`src/rtl/pwm_duty_meter.sv`:
```
// pwm_duty_meter: measures the duty of an asynchronous PWM input as the
// number of high clk samples per PWM period. Reports a fresh duty value with
// a one-cycle valid pulse on each correctly spaced rising edge, reports 0%
// duty after PERIOD consecutive low samples, and flags period violations or
// missing edges with a one-cycle err pulse.
module pwm_duty_meter #(
  parameter int PERIOD = 16,
  parameter int DW     = 4
) (
  input  logic          clk,
  input  logic          rst,
  input  logic          m,
  output logic [DW-1:0] duty_out,
  output logic          valid,
  output logic          err
);

  // cnt and lowrun must be able to hold PERIOD itself (up to 2^DW).
  localparam int CW = DW + 1;
  localparam logic [CW-1:0] PER_C = CW'(PERIOD);
  localparam logic [CW-1:0] ONE_C = CW'(1);

  typedef enum logic {
    IDLE = 1'b0,
    MEAS = 1'b1
  } state_t;

  state_t r_state;
  state_t w_state_nxt;

  logic r_sync1;
  logic r_sync2;
  logic r_sprev;
  logic w_s;
  logic w_rise;

  logic [CW-1:0] r_cnt;
  logic [CW-1:0] r_lowrun;
  // hcnt only needs DW bits: at a well-spaced rise it is at most PERIOD-1.
  // It may wrap in a stuck-high window, but that window always ends in err
  // and its hcnt is never reported.
  logic [DW-1:0] r_hcnt;

  logic [CW-1:0] w_cnt_nxt;
  logic [CW-1:0] w_lowrun_nxt;
  logic [DW-1:0] w_hcnt_nxt;
  logic [DW-1:0] w_duty_nxt;
  logic          w_valid_nxt;
  logic          w_err_nxt;

  assign w_s    = r_sync2;
  assign w_rise = r_sync2 & ~r_sprev;

  // Next-state, counter and output decode for the IDLE/MEAS lock FSM.
  always_comb begin
    w_state_nxt  = r_state;
    w_cnt_nxt    = r_cnt;
    w_hcnt_nxt   = r_hcnt;
    w_lowrun_nxt = r_lowrun;
    w_duty_nxt   = duty_out;
    w_valid_nxt  = 1'b0;
    w_err_nxt    = 1'b0;

    case (r_state)
      IDLE: begin
        if (w_rise) begin
          w_state_nxt = MEAS;
          w_cnt_nxt   = ONE_C;
          w_hcnt_nxt  = DW'(1);
        end else if (!w_s) begin
          if (r_lowrun + ONE_C == PER_C) begin
            // A full period of low samples is a legitimate 0% duty report.
            w_valid_nxt  = 1'b1;
            w_duty_nxt   = '0;
            w_lowrun_nxt = '0;
          end else begin
            w_lowrun_nxt = r_lowrun + ONE_C;
          end
        end else begin
          w_lowrun_nxt = '0;
        end
      end

      MEAS: begin
        if (w_rise) begin
          if (r_cnt == PER_C) begin
            w_valid_nxt = 1'b1;
            w_duty_nxt  = r_hcnt;
          end else begin
            // Edge arrived early or late: flag it and re-lock to this edge.
            w_err_nxt = 1'b1;
          end
          w_cnt_nxt  = ONE_C;
          w_hcnt_nxt = DW'(1);
        end else if (r_cnt < PER_C) begin
          w_cnt_nxt  = r_cnt + ONE_C;
          w_hcnt_nxt = r_hcnt + DW'(w_s);
        end else begin
          // Expected edge never came: drop lock. A low sample here already
          // counts toward the 0% run.
          w_err_nxt    = 1'b1;
          w_state_nxt  = IDLE;
          w_lowrun_nxt = w_s ? '0 : ONE_C;
        end
      end

      default: begin
        w_state_nxt = IDLE;
      end
    endcase
  end

  // Synchronizer, edge history, FSM state, counters and registered outputs.
  always_ff @(posedge clk) begin
    if (rst) begin
      r_sync1  <= 1'b0;
      r_sync2  <= 1'b0;
      r_sprev  <= 1'b0;
      r_state  <= IDLE;
      r_cnt    <= '0;
      r_hcnt   <= '0;
      r_lowrun <= '0;
      duty_out <= '0;
      valid    <= 1'b0;
      err      <= 1'b0;
    end else begin
      r_sync1  <= m;
      r_sync2  <= r_sync1;
      r_sprev  <= r_sync2;
      r_state  <= w_state_nxt;
      r_cnt    <= w_cnt_nxt;
      r_hcnt   <= w_hcnt_nxt;
      r_lowrun <= w_lowrun_nxt;
      duty_out <= w_duty_nxt;
      valid    <= w_valid_nxt;
      err      <= w_err_nxt;
    end
  end

endmodule

```
`config.mk`:
```
export PLATFORM = sky130hd
export DESIGN_NAME = pwm_duty_meter
export DESIGN_NICKNAME = d
export VERILOG_FILES = /design/src/rtl/pwm_duty_meter.sv
export SDC_FILE = /design/constraint.sdc
export NUM_CORES = 1
export LEC_CHECK = 0
export ABC_AREA = 1
export CORE_MARGIN = 2
export CORE_UTILIZATION = 40
export DETAILED_ROUTE_END_ITERATION = 10
export PLACE_DENSITY = 0.66
export RECOVER_POWER = 25
export SLEW_MARGIN = 10
export SYNTH_ARGS = -nofsm -noshare
export SYNTH_HDL_FRONTEND = slang
export SYNTH_SLANG_ARGS = --single-unit
export TNS_END_PERCENT = 5
```
`constraint.sdc`:
```
create_clock -name clk -period 2.3 [get_ports clk]
set_input_delay 0.46 -clock clk [delete_from_list [all_inputs] [get_ports clk]]
set_output_delay 0.46 -clock clk [all_outputs]
set_load 0.03 [all_outputs]
```
# Word level (Yosys, flattened, before mapping)
# Index checks and enable logic that the tools add are counted.
[word_totals]
regBits = 24
in_bits = 3
wordCells = 66
[classes]
n_addsub = 3
order_cmp = 1
n_eq_ne = 11
muxes = 34
bitwise = 3
reduce_logical = 4
[op_table]
columns = ["cell", "n"]
rows = [
  ["2-to-1 mux 5 bit", 8],
  ["2-to-1 mux 4 bit", 8],
  ["case mux 5 bit (2 select lines)", 2],
  ["case mux 4 bit (2 select lines)", 2],
  ["2-to-1 mux 1 bit", 12],
  ["!= test 2 bit (second input constant)", 6],
  ["adder 5 x 1 -> 5 bit (second input constant)", 2],
  ["== test 5 bit (second input constant)", 2],
  ["less-than comparator 5 bit (second input constant)", 1],
  ["AND reduction 5 bit", 1],
  ["adder 4 x 1 -> 4 bit", 1],
  ["!= test 2 x 1 -> 1 bit (second input constant)", 2],
  ["case mux 1 bit (2 select lines)", 2],
  ["!= test 3 x 1 -> 1 bit (second input constant)", 1],
  ["AND reduction 3 bit", 1],
  ["NOT 1 bit", 2],
  ["AND reduction 2 bit", 1],
  ["OR reduction 2 bit", 1],
  ["AND 1 bit", 1],
]

# Depth between registers and ports, before layout
[depth]
word_depth = 6
ltp_mapped = 9
depth_no_buf = 9

# Worst setup path after synthesis
# Ideal clock, no wire load.
[synth_timing]
path_type = "reg2reg"
start = "reg r_lowrun[0]"
end = "reg duty_out[0]"
setup_ns = 0.113
arrival_time_ns = 1.125
path_slack_ns = 1.062
path_stages_with_launch = 9
synth_period_minus_slack_ns = 1.238
cell_sequence = "dfxtp_1 -> ha_1 -> nand2_1 -> inv_1 -> nand3_1 -> nor2_1 -> nor2_2 -> nor2_1 -> nor2_1"
[synth_between]
elab_chain_cells = 4
[synth_lines]
columns = ["element", "line_no", "rtl"]
rows = [
  ["start, declared", "38", "logic [CW-1:0] r_lowrun;"],
  ["start signal, assigned", "133", "r_lowrun <= w_lowrun_nxt;"],
  ["adder 5 x 1 -> 5 bit", "71", "if (r_lowrun + ONE_C == PER_C) begin"],
  ["== test 5 bit", "71", ""],
  ["!= test 2 bit (no source line)", "-", ""],
  ["AND reduction 5 bit (no source line)", "-", ""],
  ["end signal, assigned", "134", "duty_out <= w_duty_nxt;"],
  ["end, declared", "13", "output logic [DW-1:0] duty_out,"],
]
# No other way between the ends.
# A chain may end at the register's enable or synchronous reset.

# Worst setup path after layout
[layout_timing]
start = "reg duty_out[3]"
end = "out duty_out[3]"
# No word-level cell between the ends.

==> results by group <==
Run status
  – Status: finished clean

Detailed routing
  – Number of vias in the routed layout: 950
  – Detailed Route WL: 2030 um
  – Number of nets still failing antenna checks after routing: 0
  – Detailed-route DRC error count: 0
  – Number of DRC markers after the initial detailed-route iteration: 21
  – Post-DR wirelength/cell: 10.5 um
  – Total iterations of the first detailed-routing run: 5
  – Via density: 4.90

Setup path
  – Series of cell instances along the critical path: clkdlybuf4s50_1
  – Setup slack on the worst flop-to-flop path: 0.85 ns
  – Required time of the worst setup path: 1.84 ns
  – Depth of the worst register-to-register path: 9
  – Critical Path End Type: output port
  – Critical-path cell with the highest stage delay: sky130_fd_sc_hd__clkdlybuf4s50_1
  – Top Family by Delay on Critical Path: buffers and inverters
  – Reg-to-reg critical path startpoint: r_cnt[0]$_SDFFE_PP0P_
  – CP peak stage delay: 0.66 ns
  – Worst setup path category: reg -> out
  – Destination of the worst register-to-register timing path: duty_out[1]$_SDFFE_PP0P_
  – Data arrival time at the worst-slack endpoint: 1.33 ns
  – Maximum fanout encountered on the critical timing path: 2
  – Buffers plus inverters on the worst setup path: 1
  – Kind of start point of the critical path: flip-flop

Timing
  – Count of final max-slew check failures: 0
  – Final total negative setup slack: 0 ns
  – Rel. slew slack: 71.7%
  – Total count of hold-check failures in the final report: 0
  – RSZ-0062 raised after global routing: no
  – Final cycle utilization of the critical path: 77.7%
  – Tightest Pin Transition: 0.424 ns
  – Worst hold slack: 0.416 ns
  – Crit path setup slack, layout: 0.513 ns
  – Achievable frequency: 560 MHz
  – Tmin final: 1.79 ns
  – Worst-case clock skew: 0.00630 ns
  – Number of setup violations in the final report: 0

Global routing
  – Vias in the first global route: 816
  – Global route overflow: 0
  – Initial antenna violation count: 0
  – Pin count of the biggest net entering global routing: 14
  – First-pass GRT wire length: 3530 um
  – Overall track demand over capacity in global routing: 13.6%

Die
  – FP Rows: 19
  – Height of the chip: 58.1 um
  – I/O Pins: 9
  – Core Region: 0.00276 mm^2
  – Full die area: 0.00337 mm^2
  – Die Wd: 58.1 um
  – Initial Utilization: 42.4%

CTS
  – Sink count of the clock tree: 24
  – Root Driver: sky130_fd_sc_hd__clkbuf_4
  – Cts bufs inserted: 3
  – Clock tree from TritonCTS: yes
  – CTS H-Tree Depth: 1
  – Quantity of gates resized following cts: 0
  – Hold buffers post-CTS: 0
  – Clock edge transition at the registers on the reported setup and hold paths: 0.13 ns
  – Clock latency reported for the late side of the worst-skew pair: 0.31 ns
  – Number of post-CTS setup repair buffers: 0
  – Number of buffers on the longest clock path: 2

Placement
  – Dpl ws: 0.326 ns
  – Total of buffers placed on input and output ports: 8
  – Placed Area: 0.00125 mm^2
  – Placed wire-length estimate: 1520 um
  – Routability congestion estimate: 0.879
  – Post-placement cell count: 190

Synth
  – Synth top area share: 41.1%
  – Avg Inst Size Synth: 7.54 um^2
  – Count of unique library cells instantiated by Yosys: 28
  – Synth Net Count: 163
  – Sequential fraction of the synthesis area: 41.1%
  – Top post-synthesis cells by area: sky130_fd_sc_hd__dfxtp_1 41%, sky130_fd_sc_hd__inv_1 9.3%, sky130_fd_sc_hd__nand2_1 7.7%, sky130_fd_sc_hd__nor2_1 5.5%, sky130_fd_sc_hd__ha_1 5.4%
  – Flip-flop and latch count after synthesis: 24
  – Synth warn: 0
  – Library cell with the largest summed area after synthesis: sky130_fd_sc_hd__dfxtp_1
  – Post-synth design cell area: 0.00117 mm^2
  – Number of instances in the synthesized netlist: 155

Cells and area
  – Layout cell share with drive strength beyond 1: 11.0%
  – Area growth, synth to finish: 9.96%
  – Diode count: 0
  – Post-layout instance area: 0.00128 mm^2
  – Commonest cells after routing, fill and taps aside: 29 x sky130_fd_sc_hd__inv_1, 25 x sky130_fd_sc_hd__nand2_1, 24 x sky130_fd_sc_hd__dfxtp_1
  – Most common cell after layout, fill and taps aside: sky130_fd_sc_hd__inv_1
  – Number of nets in the finished design: 172
  – Filler cell count: 277
  – Post-route non-filler standard cell count: 194

Hold path
  – Hold/Removal Path Class: reg -> reg
  – Launch point of the worst hold path: r_sync1$_SDFF_PP0_
  – Hold-critical path endpoint: r_sync2$_SDFF_PP0_
  – Worst hold path stage count: 2

Pwr
  – Power per cell area: 558 mW/mm^2
  – IR Drop Worst-Case VDD: 346 uV
  – Reported leakage power: 0.000608 uW

Run
  – Total of max-cap violations: 0
through the flow:
step                      total power (uW)  utilization, %
after floorplan                        502               -
after global placement                 511            45.4
after detailed placement               511            45.4
after CTS                              734            46.7
after global routing                   761            46.6
final                                  717            46.6
kinds of logic (layout without fill, tap and decap cells):
family	after synthesis	after routing	synth area share (%)
AND/OR/NAND/NOR	71	71	29.6
buffers and inverters	36	44	13.4
flip-flops	24	24	41.1
AO/OA/AOI/OAI	18	18	9.85
adder cells (fa/ha/maj)	5	5	5.35
XOR/XNOR	1	1	0.750
worst reg2reg max path, cell delays in order, from the launching register on:
cell	delay, ns
sky130_fd_sc_hd__dfxtp_1	0.43
sky130_fd_sc_hd__inv_1	0.07
sky130_fd_sc_hd__ha_1	0.19
sky130_fd_sc_hd__nand3_1	0.09
sky130_fd_sc_hd__nor2_2	0.05
sky130_fd_sc_hd__nand2_2	0.10
sky130_fd_sc_hd__inv_1	0.06
sky130_fd_sc_hd__nor2_2	0.23
sky130_fd_sc_hd__nor2_1	0.07
sky130_fd_sc_hd__nor2_1	0.10
report_power, final:
part / internal [uW] / leakage (uW) / switching (uW) / total [uW]
Clock: 96.6 / 0.0000210 / 121 / 217
Sequential: 428 / 0.000195 / 15.1 / 443
Combinational: 21.9 / 0.000392 / 34.7 / 56.6
Total: 547 / 0.000608 / 170 / 717
cells in the mapped netlist:
library cell	count
sky130_fd_sc_hd__inv_1	29
sky130_fd_sc_hd__dfxtp_1	24
sky130_fd_sc_hd__nand2_1	24
sky130_fd_sc_hd__nor2_1	17
sky130_fd_sc_hd__nand3_1	12
sky130_fd_sc_hd__ha_1	5
sky130_fd_sc_hd__a21oi_1	4
sky130_fd_sc_hd__nand2_2	4
sky130_fd_sc_hd__nor2_2	4
sky130_fd_sc_hd__o21ai_1	4
sky130_fd_sc_hd__inv_2	3
sky130_fd_sc_hd__nand4_1	3
sky130_fd_sc_hd__a211oi_1	2
sky130_fd_sc_hd__a31oi_1	2
sky130_fd_sc_hd__buf_2	2
sky130_fd_sc_hd__nand2_4	2
sky130_fd_sc_hd__nor3_1	2
sky130_fd_sc_hd__o32ai_1	2
sky130_fd_sc_hd__a32o_1	1
sky130_fd_sc_hd__buf_6	1
sky130_fd_sc_hd__buf_8	1
sky130_fd_sc_hd__nand4_2	1
sky130_fd_sc_hd__nor2_4	1
sky130_fd_sc_hd__o211ai_1	1
sky130_fd_sc_hd__o21ai_0	1
sky130_fd_sc_hd__o21bai_1	1
sky130_fd_sc_hd__or2_0	1
sky130_fd_sc_hd__xor2_1	1
flip-flops by register name (all words and copies together) (netlist names):
register and count:
r_sprev 1, r_sync1 1, r_cnt 5, r_lowrun 5, r_hcnt 4, r_state 1, duty_out 4, valid 1
r_sync2 1, err 1
area by class of cell:
cell class | count | area, um^2 | area share, %
clock buffers | 4 | 36.3 | 2.82
inverters | 32 | 120 | 9.35
multi-input cells | 95 | 529 | 41.2
flip-flops and latches | 24 | 480 | 37.4
well taps | 31 | 38.8 | 3.02
repair buffers | 8 | 80.1 | 6.23
worst max path at each step:
stage                          endpoint                startpoint  slack [ns]  cells past startpoint
6_report                    duty_out[3]  duty_out[3]$_SDFFE_PP0P_        0.51                      1
5_1_grt                     duty_out[3]  duty_out[3]$_SDFFE_PP0P_        0.44                      1
4_1_cts                     duty_out[0]  duty_out[0]$_SDFFE_PP0P_        0.48                      1
3_5_place_dp      r_cnt[2]$_SDFFE_PP0P_                       rst        0.33                      4
3_3_place_gp      r_cnt[2]$_SDFFE_PP0P_                       rst        0.44                      4
2_1_floorplan  duty_out[0]$_SDFFE_PP0P_  r_lowrun[0]$_SDFFE_PP0P_        1.06                      8
metal layers:
metal  share of wire, %  GRT usage, %  vias up  wire [um]
li1                   -             -      504          -
met1                 50          17.6      421       1010
met2                 45          21.8       23        920
met3                4.6          3.35        2         94
met4               0.49          4.98        0         10
met5                  0             0        -          0
No activity file was read; power rests on OpenSTA's default activity.
==> RTL edit 1: new RTL, same settings <==
Remove the register `err`: a continuous assignment takes its place, so the output `err` follows one clock earlier. Comments in the files are not updated.
--- a/src/rtl/pwm_duty_meter.sv
+++ b/src/rtl/pwm_duty_meter.sv
@@ -122,7 +122,6 @@
       r_lowrun <= '0;
       duty_out <= '0;
       valid    <= 1'b0;
-      err      <= 1'b0;
     end else begin
       r_sync1  <= m;
       r_sync2  <= r_sync1;
@@ -133,9 +132,10 @@
       r_lowrun <= w_lowrun_nxt;
       duty_out <= w_duty_nxt;
       valid    <= w_valid_nxt;
-      err      <= w_err_nxt;
     end
   end
 
+  assign err = w_err_nxt;
+
 endmodule
 
Check against the original RTL: not equivalent (Yosys sat finds a counterexample within 10 cycles, from zero or initial values and one cycle with rst high).
==> RTL edit 1 against the unedited design <==
Cell area is 4.1% lower; worst setup slack worse by 190 ps; global-route usage down 0.35 points; total power shrank 6.3%; core utilization fell by 0.72 points; synthesized area is 5.9% lower; wire length is 0.69% lower; sequential cell count decreased by 1; largest power group unchanged; highest routed layer unchanged.
==> RTL edit 1: results <==
{
  "clk_pwr_uw": 191,
  "grt_use_total_pct": 13.2,
  "global_route_wire_length_before_repair_um": 3310,
  "worst-endpoint-arrival_ps": 1520,
  "status": "finished, final reports clean",
  "synthTopCellsByArea": "sky130_fd_sc_hd__dfxtp_1 42%, sky130_fd_sc_hd__nand2_1 9.6%, sky130_fd_sc_hd__inv_1 9.2%",
  "vias": 936,
  "drive_above_1_share_pct": 8.75,
  "pg_seq_uw": 424,
  "pwr.group.combinational_uw": 57.1,
  "non_clock_inverters": 28,
  "syn_nets": 157,
  "crit_path_max_fanout": 6,
  "netlist_top_cells_count": "28 x sky130_fd_sc_hd__nand2_1, 27 x sky130_fd_sc_hd__inv_1, 23 x sky130_fd_sc_hd__dfxtp_1",
  "area.share.sequential_pct": 37.4,
  "multi_input_comb_area_sq_um": 514,
  "buffer_area_share_pct": 7.01,
  "first_global_vias": 820,
  "switching_power_uw": 174,
  "post_synth_num_cell_types": 26,
  "max-vdd-ir-drop_mv": 0.318,
  "signal_buffers": 10,
  "synthesis.instances": 149,
  "dp.cells": 187,
  "timing.critical_path.max_delay_family": "flip-flops",
  "clock_distribution_area_overhead_in_the_final_layout_pct": 2.23,
  "cp_slowest_stage_delay_ps": 440,
  "nNetsFinal": 169,
  "filler_cell_count": 289,
  "drtPass1Iterations": 4,
  "dpl.hpwl_um": 1480,
  "cts.sink_count": 23,
  "worstMarginPinSlew_ps": 473,
  "routed_wirelength_um": 2020,
  "post_route_skew_ps": 4.82,
  "final_cells": 191,
  "cellLeakagePower_nw": 0.574,
  "crit_start": "r_state",
  "synth_sequential_area_ratio_pct": 41.9,
  "rr_startpoint": "r_lowrun[0]"
}
RTL edit 1: cell types whose count changed in the layout (fill, tap and decap cells not counted), moves of 3 or more:
| cell | before | now |
|---|---|---|
| sky130_fd_sc_hd__nor2_2 | 4 | 0 |
| sky130_fd_sc_hd__inv_2 | 3 | 0 |
| sky130_fd_sc_hd__nand2_1 | 25 | 28 |
| sky130_fd_sc_hd__a21oi_1 | 4 | 10 |
RTL edit 1: cell families (layout without fill, tap and decap cells):
logic type | count (synthesis) | in the layout | share of synthesized area [%]
flip-flops | 23 | 23 | 41.9
buffers and inverters | 31 | 42 | 11.4
AND/OR/NAND/NOR | 67 | 67 | 28.0
adder cells (fa/ha/maj) | 5 | 5 | 5.69
AO/OA/AOI/OAI | 23 | 23 | 13.1
RTL edit 1: metrics by stage:
stage	utilization [%]	hold WS, ps	instance area [sq um]	worst slack (ps)
4_1_cts	46.2	423	1240	160
3_3_place_gp	45.2	398	1210	278
5_1_grt	45.9	444	1230	126
3_5_place_dp	45.2	405	1210	254
2_1_floorplan	-	388	1100	630
6_report	45.9	421	1230	324
RTL edit 1: metal layers:
metal  up-vias  global-route usage (%)  routed length [um]
met1       415                    17.0                 978
li1        502                       -                   -
met5         -                       0                   0
met2        15                    21.3                 955
met3         4                    2.30                  55
met4         0                    6.46                  27
RTL edit 1: worst paths after layout:
| kind | to | slack, ps | cells after the start |
|---|---|---|---|
| min | r_sync2 | 420 | 2 |
| min reg2reg | r_sync2 | 420 | 2 |
| max reg2reg | duty_out[1] | 780 | 9 |
| max | err | 320 | 5 |
RTL edit 1: what timing repair did:
action	4_1_cts	5_1_grt
endpoints found under the setup margin	1	1
gates cloned	0	0
gates resized for setup	1	2
==> RTL edit 2: new RTL, same settings <==
Without the edit above. `PERIOD`: 16 -> 8.
--- a/src/rtl/pwm_duty_meter.sv
+++ b/src/rtl/pwm_duty_meter.sv
@@ -4,7 +4,7 @@
 // duty after PERIOD consecutive low samples, and flags period violations or
 // missing edges with a one-cycle err pulse.
 module pwm_duty_meter #(
-  parameter int PERIOD = 16,
+  parameter int PERIOD = 8,
   parameter int DW     = 4
 ) (
   input  logic          clk,
Behaviour: not the same (Yosys sat finds a counterexample within 10 cycles, from zero or initial values and one cycle with rst high).
==> RTL edit 2 against the unedited design <==
Synthesized area down 9.0%; core utilization rose by 1.5 points; cell area down 6.5%; fmax is 0.88% lower; sequential cell count is the same; total power grew 1.7%; wire length is 5.8% lower; worst setup slack got worse by 16 ps; synthesized cell count fell by 15%; critical path type unchanged; highest routed layer is now met3.
==> RTL edit 2: results <==
{
  "status": "finished, final reports clean",
  "dpl.hpwl_um": 1460,
  "post_route_skew_ps": 8.86,
  "total_number_of_sequential_cells": 24,
  "relSlewSlack_pct": 63.2,
  "max-vdd-ir-drop_mv": 0.456,
  "synth_adder_area_share_pct": 7.06,
  "rd_place_congestion": 0.804,
  "final_cells": 171,
  "rr_startpoint": "r_sync2",
  "met2_wirelength_um": 898,
  "pg_seq_uw": 444,
  "global_route_wire_length_before_repair_um": 3330,
  "reg2regPathDepth": 8,
  "clock_distribution_area_overhead_in_the_final_layout_pct": 3.02,
  "switching_portion_of_total_power_pct": 24.4,
  "non_clock_inverters": 20,
  "top_signal_layer_used": "met3",
  "route.layer.met1.wl_um": 900,
  "first_global_vias": 768,
  "syn_area_per_cell_sq_um": 8.12,
  "grt_use_total_pct": 13.6,
  "filler_cell_count": 253,
  "multi_input_comb_area_sq_um": 487,
  "multi_input_cells": 84,
  "synthesized_area_fraction_occupied_by_ao_oa_aoi_and_oai_cells_pct": 10.8,
  "dieWidth_um": 55.6,
  "drtPass1Iterations": 4
}
-- RTL edit 2: cell count changes in the layout (fill, tap and decap cells not counted), moves of 3 or more --
| cell | before | now |
|---|---|---|
| sky130_fd_sc_hd__nand3_1 | 12 | 7 |
| sky130_fd_sc_hd__nand4_1 | 3 | 6 |
| sky130_fd_sc_hd__nor2_1 | 17 | 8 |
| sky130_fd_sc_hd__nor2_2 | 4 | 1 |
| sky130_fd_sc_hd__a21oi_1 | 4 | 11 |
| sky130_fd_sc_hd__nand2_1 | 25 | 28 |
| sky130_fd_sc_hd__inv_1 | 29 | 18 |
-- RTL edit 2: worst max path at each step --
stage               slack, ps     endpoint   startpoint
finish                    500  duty_out[2]  duty_out[2]
global route              430  duty_out[2]  duty_out[2]
CTS                       470  duty_out[2]  duty_out[2]
detailed placement        710  r_lowrun[1]          rst
global placement          740  r_lowrun[1]          rst
floorplan                 990  duty_out[0]      r_sync2
